==> src/rtl/cellram_arbiter.sv <==
// Two-client arbiter for a single CellularRAM port: latches one client's
// request, issues a one-cycle strobe, waits out cr_wait, then pulses done.
module cellram_arbiter #(
  parameter int ROUND_ROBIN = 1
) (
  input  logic        clk,
  input  logic        rst,
  input  logic [23:0] c0_addr,
  input  logic [15:0] c0_data_in,
  input  logic        c0_read,
  input  logic        c0_write,
  output logic        c0_wait,
  output logic        c0_done,
  output logic [15:0] c0_data_out,
  input  logic [23:0] c1_addr,
  input  logic [15:0] c1_data_in,
  input  logic        c1_read,
  input  logic        c1_write,
  output logic        c1_wait,
  output logic        c1_done,
  output logic [15:0] c1_data_out,
  output logic [23:0] cr__addr,
  output logic [15:0] cr__data_in,
  output logic        cr__read,
  output logic        cr__write,
  input  logic        cr_wait,
  input  logic [15:0] cr_rdata
);

  typedef enum logic [1:0] {IDLE, ISSUE, BUSY, DONE} state_t;

  state_t state, state_next;
  logic   grant;
  logic   op_read;
  logic   last;
  logic   req0, req1;
  logic   pick;
  logic   pick_read;

  assign req0 = c0_read | c0_write;
  assign req1 = c1_read | c1_write;

  // A tie goes to the client not served last in round-robin mode, else to client 0.
  always_comb begin
    pick = 1'b0;
    if (req0 && req1) begin
      pick = (ROUND_ROBIN != 0) ? ~last : 1'b0;
    end else begin
      pick = ~req0;
    end
    pick_read = pick ? c1_read : c0_read;
  end

  always_ff @(posedge clk or posedge rst) begin
    if (rst) begin
      state <= IDLE;
    end else begin
      state <= state_next;
    end
  end

  always_comb begin
    state_next = state;
    cr__read   = 1'b0;
    cr__write  = 1'b0;
    c0_done    = 1'b0;
    c1_done    = 1'b0;
    case (state)
      IDLE: begin
        if (req0 || req1) begin
          state_next = ISSUE;
        end
      end
      ISSUE: begin
        cr__read   = op_read;
        cr__write  = ~op_read;
        state_next = BUSY;
      end
      BUSY: begin
        if (!cr_wait) begin
          state_next = DONE;
        end
      end
      DONE: begin
        c0_done    = ~grant;
        c1_done    = grant;
        state_next = IDLE;
      end
      default: state_next = IDLE;
    endcase
  end

  always_ff @(posedge clk or posedge rst) begin
    if (rst) begin
      grant       <= 1'b0;
      op_read     <= 1'b0;
      last        <= 1'b1;
      cr__addr    <= '0;
      cr__data_in <= '0;
      c0_data_out <= '0;
      c1_data_out <= '0;
    end else begin
      if (state == IDLE && (req0 || req1)) begin
        grant       <= pick;
        op_read     <= pick_read;
        cr__addr    <= pick ? c1_addr : c0_addr;
        cr__data_in <= pick ? c1_data_in : c0_data_in;
      end
      if (state == BUSY && !cr_wait && op_read) begin
        if (grant) begin
          c1_data_out <= cr_rdata;
        end else begin
          c0_data_out <= cr_rdata;
        end
      end
      if (state == DONE) begin
        last <= grant;
      end
    end
  end

  assign c0_wait = req0 & ~c0_done;
  assign c1_wait = req1 & ~c1_done;

endmodule

==> config.mk <==
export PLATFORM = sky130hd
export DESIGN_NAME = cellram_arbiter
export DESIGN_NICKNAME = d
export VERILOG_FILES = /design/src/rtl/cellram_arbiter.sv
export SDC_FILE = /design/constraint.sdc
export NUM_CORES = 1
export LEC_CHECK = 0
export CORE_UTILIZATION = 36
export CTS_CLUSTER_SIZE = 16
export DETAILED_ROUTE_END_ITERATION = 7
export PLACE_DENSITY = 0.75
export SKIP_CTS_REPAIR_TIMING = 1
export SKIP_LAST_GASP = 1
export SLEW_MARGIN = 10
export SYNTH_ARGS = -nofsm -noshare
export SYNTH_HDL_FRONTEND = slang
export SYNTH_SLANG_ARGS = --single-unit
==> constraint.sdc <==
create_clock -name clk -period 2.4 [get_ports clk]
set_input_delay 0.36 -clock clk [delete_from_list [all_inputs] [get_ports clk]]
set_output_delay 0.36 -clock clk [all_outputs]
set_load 0.03 [all_outputs]
After elaboration in Yosys (flattened, before gate mapping)
Cells that the tools add are included.
{ "totals": {"output_inout_bits": 78, "wordCells": 44, "reg_bits": 77, "inputBits": 103} }
{ "op_classes": {"muxes": 11, "bitwise_logic": 10, "n_reduce_logical": 10, "eq_ne": 5} }
{ "op_table": {"columns": ["op", "n"], "rows": [
  ["$mux W24", 1],
  ["$mux W16", 1],
  ["$pmux W2 S4", 1],
  ["$mux W1", 6],
  ["$not A1 Y1", 6],
  ["$reduce_and A2 Y1", 3],
  ["$eq A2 B2 Y1 const B", 2],
  ["$logic_and A1 B1 Y1", 4],
  ["$mux W2", 2],
  ["$ne A2 B2 Y1 const B", 2],
  ["$and A1 B1 Y1", 2],
  ["$eq A2 B1 Y1 const B", 1],
  ["$logic_not A2 Y1", 1],
  ["$or A1 B1 Y1", 2],
  ["$logic_not A1 Y1", 1],
  ["$logic_or A1 B1 Y1", 1]
]} }

Depth between registers and ports, before layout
Gate-level depths: netlist (run 1).
{ "depth": {"word_depth": 4, "mapped_depth": 6, "mapped_depth_nobuf": 5} }

Worst setup path after synthesis (run 1)
Ideal clock, no wire load.
{ "synth_timing": {"path_type": "register to output", "start": "reg state[0]", "end": "out c0_wait", "path_buffers": 0, "path_stages_with_launch": 4, "arrival_time_ps": 1338, "setup_slack_ps": 702, "required_time_ps": 2040, "cell_sequence": "dfrtp_1 ha_1 nor2b_1 nor2_1"} }
{ "synth_via": {"elab_chain_len": 4} }
{ "synth_lines": {"columns": ["item", "line_no", "text"], "rows": [
  ["from (decl)", "32", "state_t state, state_next;"],
  ["from (signal assigned)", "58", "state <= state_next;"],
  ["$eq A2 B2 Y1", "68", "case (state)"],
  ["$mux W1", "68", null],
  ["named net c0_done", "13", "output logic c0_done,"],
  ["$not A1 Y1", "122", "assign c0_wait = req0 & ~c0_done;"],
  ["$and A1 B1 Y1", "122", null],
  ["to (decl)", "12", "output logic c0_wait,"]
]} }
The timed path passes the listed nets, and every way through them passes these cells.

Worst setup path after layout (run 1)
{ "layout_timing": {"start": "reg state[0]", "end": "out c1_wait"} }
{ "layout_via": {"elab_chain_len": 4} }
{ "layout_lines": {"columns": ["item", "line_no", "text"], "rows": [
  ["$eq A2 B2 Y1", "68", null],
  ["$mux W1", "68", null],
  ["$not A1 Y1", "123", "assign c1_wait = req1 & ~c1_done;"],
  ["$and A1 B1 Y1", "123", null],
  ["to (decl)", "19", "output logic c1_wait,"]
]} }
No other way between the ends.

==> qor.yml, run 1 <==
run_status:
  status: "complete, no violations"
yosys:
  synth_area_leaders: "dfrtp_1, mux2_2, a31oi_1, a21oi_1, o21ai_0"
  syn_avg_cell_area_um2: 10.8
  syn_area_um2: 3570
  synthCells: 331
  ys_ff_latch: 77
  yosysTopAreaCell: "dfrtp_1"
  synth_top_area_share_pct: 53.2
  synth_cell_type_count: 27
  yosys_warnings: 0
  ys_seq_area_share_pct: 54.0
  syn-num-nets: 438
clock_network:
  cts_tree: "done"
  htree_levels: 3
  root_buffer: "clkbuf_8"
  path_clk_slew_ns: 0.08
  clock_latency_ns: 0.34
  ctsLongestPathBuffers: 2
  cts_buffers: 9
  clock_sinks: 77
timing:
  max_freq_ghz: 0.436
  rsz0062_at_grt: "no"
  fin_skew_ns: 0.00836
  period_minus_slack_ns: 2.29
  max_slew.worst_pin.slew_ns: 0.872
  finalCritPeriodShare_pct: 95.6
  hold_viol_final: 0
  setup_violations: 0
  max_slew_margin_pct: 41.8
  setup_tns_ns: 0
  slew_violations: 0
  hold_ws_ns: 0.435
global_route:
  grt_pass1_vias: 3412
  grt_max_degree: 78
  grtUsageTotal_pct: 20.8
  grt.overflow.total: 0
  antenna_found_initial: 0
  grt_pass1_wl_um: 16500
die:
  die-area_um2: 10300
  ioPinCount: 181
  coreArea_um2: 9420
  die_h_um: 102
  die_w_um: 102
  num_rows: 35
  initial_core_util_pct: 38.0
drt:
  wl_um: 10900
  drt-initial-drc-count: 123
  ant_nets: 0
  wl_per_cell_um: 17.0
  route.detailed.drc: 0
  via_per_inst: 5.20
  vias: 3315
  drt-pass1-iter-count: 7
setup_path:
  critPathRequiredTime_ns: 2.04
  critical_path.endpoint_type: "output port"
  path_max_fanout: 4
  critPathArrivalTime_ns: 1.93
  cp-start-kind: "register"
  path_class: "reg2out"
cells_and_area:
  final.fill_count: 820
  antennaDiodeCount: 0
  area_growth_pct: 58.5
  seqCellArea_um2: 1930
  multi_input_area_um2: 1430
  nets: 611
  drive_gt1_share_pct: 13.8
power_and_ir_drop:
  switching_share_pct: 43.7
  ir_drop_mv: 0.662
  clock_power_share_pct: 12.2
  seqPwrFrac_pct: 29.5
  leakage_nw: 2.26
  power_w: 0.00787
  pwr-share-comb_pct: 58.3
  power.density_cell_area_nw_per_um2: 1390
  internal_power_w: 0.00443
  power.switching_w: 0.00344
place:
  hpwl_um: 7560
  gp_congestion: 0.777
  portBuffers: 180
flow_run:
  maxCapViolCount: 0
worst_hold_path:
  min_path_type: "in2async"
-- cells in the final DEF (no fill, tap or decap), drive strengths merged, types with 2 or more instances in the layout --
master         Yosys  layout
clkdlybuf4s50      0     179
dfrtp             76      76
nor2              45      45
a31oi             41      41
a21oi             41      41
o21ai             40      40
mux2              34      34
buf               16      11
clkbuf            13      10
ha                 4       4
inv                3       3
clkinv             0       3
nor2b              2       2
and2               2       2
nand2              2       2
clkinvlp           0       2
-- flip-flops by register name (all words and copies together) (netlist names) --
name / flops
last: 1
c0_data_out: 16
c1_data_out: 16
grant: 1
op_read: 1
state: 2
cr__addr: 24
cr__data_in: 16
-- routing by layer --
| metal | share of wire (%) | global-route usage, % | vias up |
|---|---|---|---|
| met5 | 0 | 0 | - |
| met4 | 1.3 | 5.46 | 0 |
| met3 | 6.8 | 5.59 | 14 |
| met2 | 53 | 37.8 | 148 |
| met1 | 39 | 24.0 | 1615 |
| li1 | - | - | 1538 |
-- critical path: stages (launching register included) --
cell             delay [ns]
dfrtp_1                0.41
ha_1                   0.24
and2_1                 0.16
nor2_1                 0.09
clkdlybuf4s50_1        0.69
-- path summary, 6_finish.rpt --
| check | from | endpoint | slack [ns] | depth (start not counted) |
|---|---|---|---|---|
| hold reg to reg | c1_data_out[9] | c1_data_out[9] | 0.51 | 1 |
| setup reg to reg | state[0] | c0_data_out[15] | 0.60 | 4 |
| min in group clk | c1_data_out[9] | c1_data_out[9] | 0.51 | 1 |
| setup / recovery | state[0] | c1_wait | 0.11 | 4 |
| max in group asynchronous | rst | last | 1.62 | 3 |
| hold / removal | rst | c1_data_out[3] | 0.44 | 3 |
-- synth_stat cells, drive strengths merged --
master	number
dfrtp	76
nor2	45
a21oi	41
a31oi	41
o21ai	40
mux2	34
buf	16
clkbuf	13
ha	4
inv	3
and2	2
nand2	2
nor2b	2
a32oi	1
and4bb	1
dfstp	1
nand4b	1
nor3b	1
o21ba	1
o21bai	1
o22a	1
o31ai	1
o41a	1
o41ai	1
or2	1
-- area by class of cell --
class	count	area share, %
Clock buffer	10	2.25
Clock inverter	6	1.13
Inverter	3	0.199
Multi-Input combinational cell	222	25.3
Sequential cell	77	34.0
Tap cell	129	2.85
Timing Repair Buffer	191	34.2
-- power groups by stage --
stage                     clock network (W)  logic (W)  registers (W)
after floorplan                           0    0.00157        0.00351
after global placement                    0    0.00451        0.00233
after detailed placement                  0    0.00461        0.00235
after CTS                          0.000989    0.00463        0.00233
after global routing                0.00106    0.00487        0.00240
final                              0.000961    0.00459        0.00233
-- metrics by stage --
step	setup slack [ns]	cells	utilization, %	cell area, um^2
CTS	0.0764	638	60.1	5660
finish	0.107	638	60.1	5660
global placement	0.259	622	58.1	5470
floorplan	0.0750	331	-	3570
detailed placement	0.181	622	58.1	5470
global route	0.0134	638	60.1	5660
-- cells by family after synthesis --
kind of cell	Yosys count	share of synthesized area, %
buffers and inverters	32	6.23
AO/OA/AOI/OAI	129	20.9
flip-flops	77	54.0
multiplexers	34	10.7
adder cells (fa/ha/maj)	4	1.40
AND/OR/NAND/NOR	55	6.79
Power figures use the tool's default switching activity.
==> run 2, diff against run 1 <==
--- a/config.mk
+++ b/config.mk
@@ -9,6 +9,7 @@
 export CTS_CLUSTER_SIZE = 16
 export DETAILED_ROUTE_END_ITERATION = 7
 export PLACE_DENSITY = 0.75
+export RECOVER_POWER = 25
 export SKIP_CTS_REPAIR_TIMING = 1
 export SKIP_LAST_GASP = 1
 export SLEW_MARGIN = 10
==> qor.yml, run 2 (synthesized netlist as in run 1, its figures left out) <==
die:
  ioPinCount: 181  # unchanged
  num_rows: 35  # unchanged
  initial_core_util_pct: 38.0  # unchanged
  die_w_um: 102  # unchanged
  coreArea_um2: 9420  # unchanged
  die_h_um: 102  # unchanged
  die-area_um2: 10300  # unchanged
global_route:
  grt.overflow.total: 0  # unchanged
  antenna_found_initial: 0  # unchanged
  grt_max_degree: 78  # unchanged
  grt_pass1_vias: 3412  # unchanged
  grtUsageTotal_pct: 20.8  # unchanged
  grt_pass1_wl_um: 16500  # unchanged
clock_network:
  clock_sinks: 77  # unchanged
  root_buffer: "clkbuf_8"  # unchanged
  path_clk_slew_ns: 0.08  # about the same
  clock_latency_ns: 0.34  # about the same
  cts_buffers: 9  # unchanged
  ctsLongestPathBuffers: 2  # unchanged
  htree_levels: 3  # unchanged
  cts_tree: "done"  # unchanged
drt:
  via_per_inst: 5.20  # about the same
  route.detailed.drc: 0  # unchanged
  drt-initial-drc-count: 123  # unchanged
  wl_um: 10900  # about the same
  ant_nets: 0  # unchanged
  drt-pass1-iter-count: 7  # unchanged
  vias: 3316  # was 3,315
  wl_per_cell_um: 17.0  # about the same
timing:
  hold_viol_final: 0  # unchanged
  max_freq_ghz: 0.436  # unchanged
  period_minus_slack_ns: 2.29  # unchanged
  max_slew.worst_pin.slew_ns: 1.73  # was 0.872 ns
  layout_setup_ws_ns: 0.107  # unchanged
  rsz0062_at_grt: "no"  # unchanged
  setup_tns_ns: 0  # unchanged
  setup_violations: 0  # unchanged
  slew_violations: 78  # was 0
  finalCritPeriodShare_pct: 95.6  # unchanged
  fin_skew_ns: 0.00836  # unchanged
  max_slew_margin_pct: -15.5  # was 41.8%
cells_and_area:
  area_growth_pct: 58.1  # was 58.5%
  final_cells: 638  # unchanged
  antennaDiodeCount: 0  # unchanged
  multi_input_area_um2: 1430  # unchanged
  final_cell_mix: "clkdlybuf4s50_1, dfrtp_1, nor2_1, a31oi_1, a21oi_1"  # unchanged
  final.fill_count: 821  # was 820
  regMostFlops: "cr__addr"  # unchanged
  drive_gt1_share_pct: 13.6  # was 13.8%
  largest_register_ffs: 24  # unchanged
  final_common_cell: "clkdlybuf4s50_1"  # unchanged
  nets: 611  # unchanged
  seqCellArea_um2: 1930  # unchanged
place:
  portBuffers: 180  # unchanged
  preCtsSetupSlack_ns: 0.181  # unchanged
  gp_congestion: 0.777  # unchanged
  dp_cells: 622  # unchanged
  hpwl_um: 7560  # unchanged
worst_hold_path:
  min_path_type: "reg2reg"  # was in2async
setup_path:
  cp-start-kind: "register"  # unchanged
  critical_path.endpoint_type: "output port"  # unchanged
  path_class: "reg2out"  # unchanged
  critPathArrivalTime_ns: 1.93  # about the same
  critPathRequiredTime_ns: 2.04  # about the same
  path_max_fanout: 4  # unchanged
power_and_ir_drop:
  power.density_cell_area_nw_per_um2: 1390  # about the same
  power_w: 0.00787  # about the same
  leakage_nw: 2.25  # was 2.26 nW
  ir_drop_mv: 0.662  # unchanged
flow_run:
  maxCapViolCount: 1  # was 0
run_status:
  violations: "capacitance limit, slew limit"
  status: "complete, but fails checks"  # was complete, no violations
[run 2: final timing paths]
path                                     start              end  slack [ns]  cells past startpoint
worst max-delay path                  state[0]          c1_wait        0.11                      4
worst min register to register  c1_data_out[9]   c1_data_out[9]        0.51                      1
min in group asynchronous                  rst   c1_data_out[3]        0.95                      3
worst min-delay path            c1_data_out[9]   c1_data_out[9]        0.51                      1
worst max register to register        state[0]  c0_data_out[15]        0.60                      4
max in group asynchronous                  rst     cr__addr[20]        0.42                      3
[run 2: area by class of cell]
cell class	instances	share of cell area, %
inverter	3	0.199
clock inverter	6	1.13
timing repair buffer	191	34.0
multi-input combinational	222	25.4
tap	129	2.86
clock buffer	10	2.26
sequential	77	34.1
[run 2: metal layers]
metal | track usage (%) | vias up | part of all wire, %
met5 | 0 | - | 0
met1 | 24.0 | 1615 | 39
li1 | - | 1539 | -
met3 | 5.59 | 14 | 6.8
met4 | 5.46 | 0 | 1.3
met2 | 37.8 | 148 | 53
[run 2: power by group]
part,total [W],switching [W],internal (W)
Clock,0.000961,0.000482,0.000479
Sequential,0.00233,0.000365,0.00196
Combinational,0.00458,0.00259,0.00199
[run 2: per-stage QoR]
step	instance area, um^2	hold slack (ns)	utilization [%]
floorplan	3570	0.510	-
global placement	5470	0.489	58.1
detailed placement	5470	0.492	58.1
CTS	5660	0.450	60.1
global route	5650	0.521	60.0
finish	5650	0.508	60.0
[run 2: worst max-delay path: stages, from the launching register on]
cell and delay [ns]:
dfrtp_1 0.41, ha_1 0.24, and2_1 0.16, nor2_1 0.09
clkdlybuf4s50_1 0.69
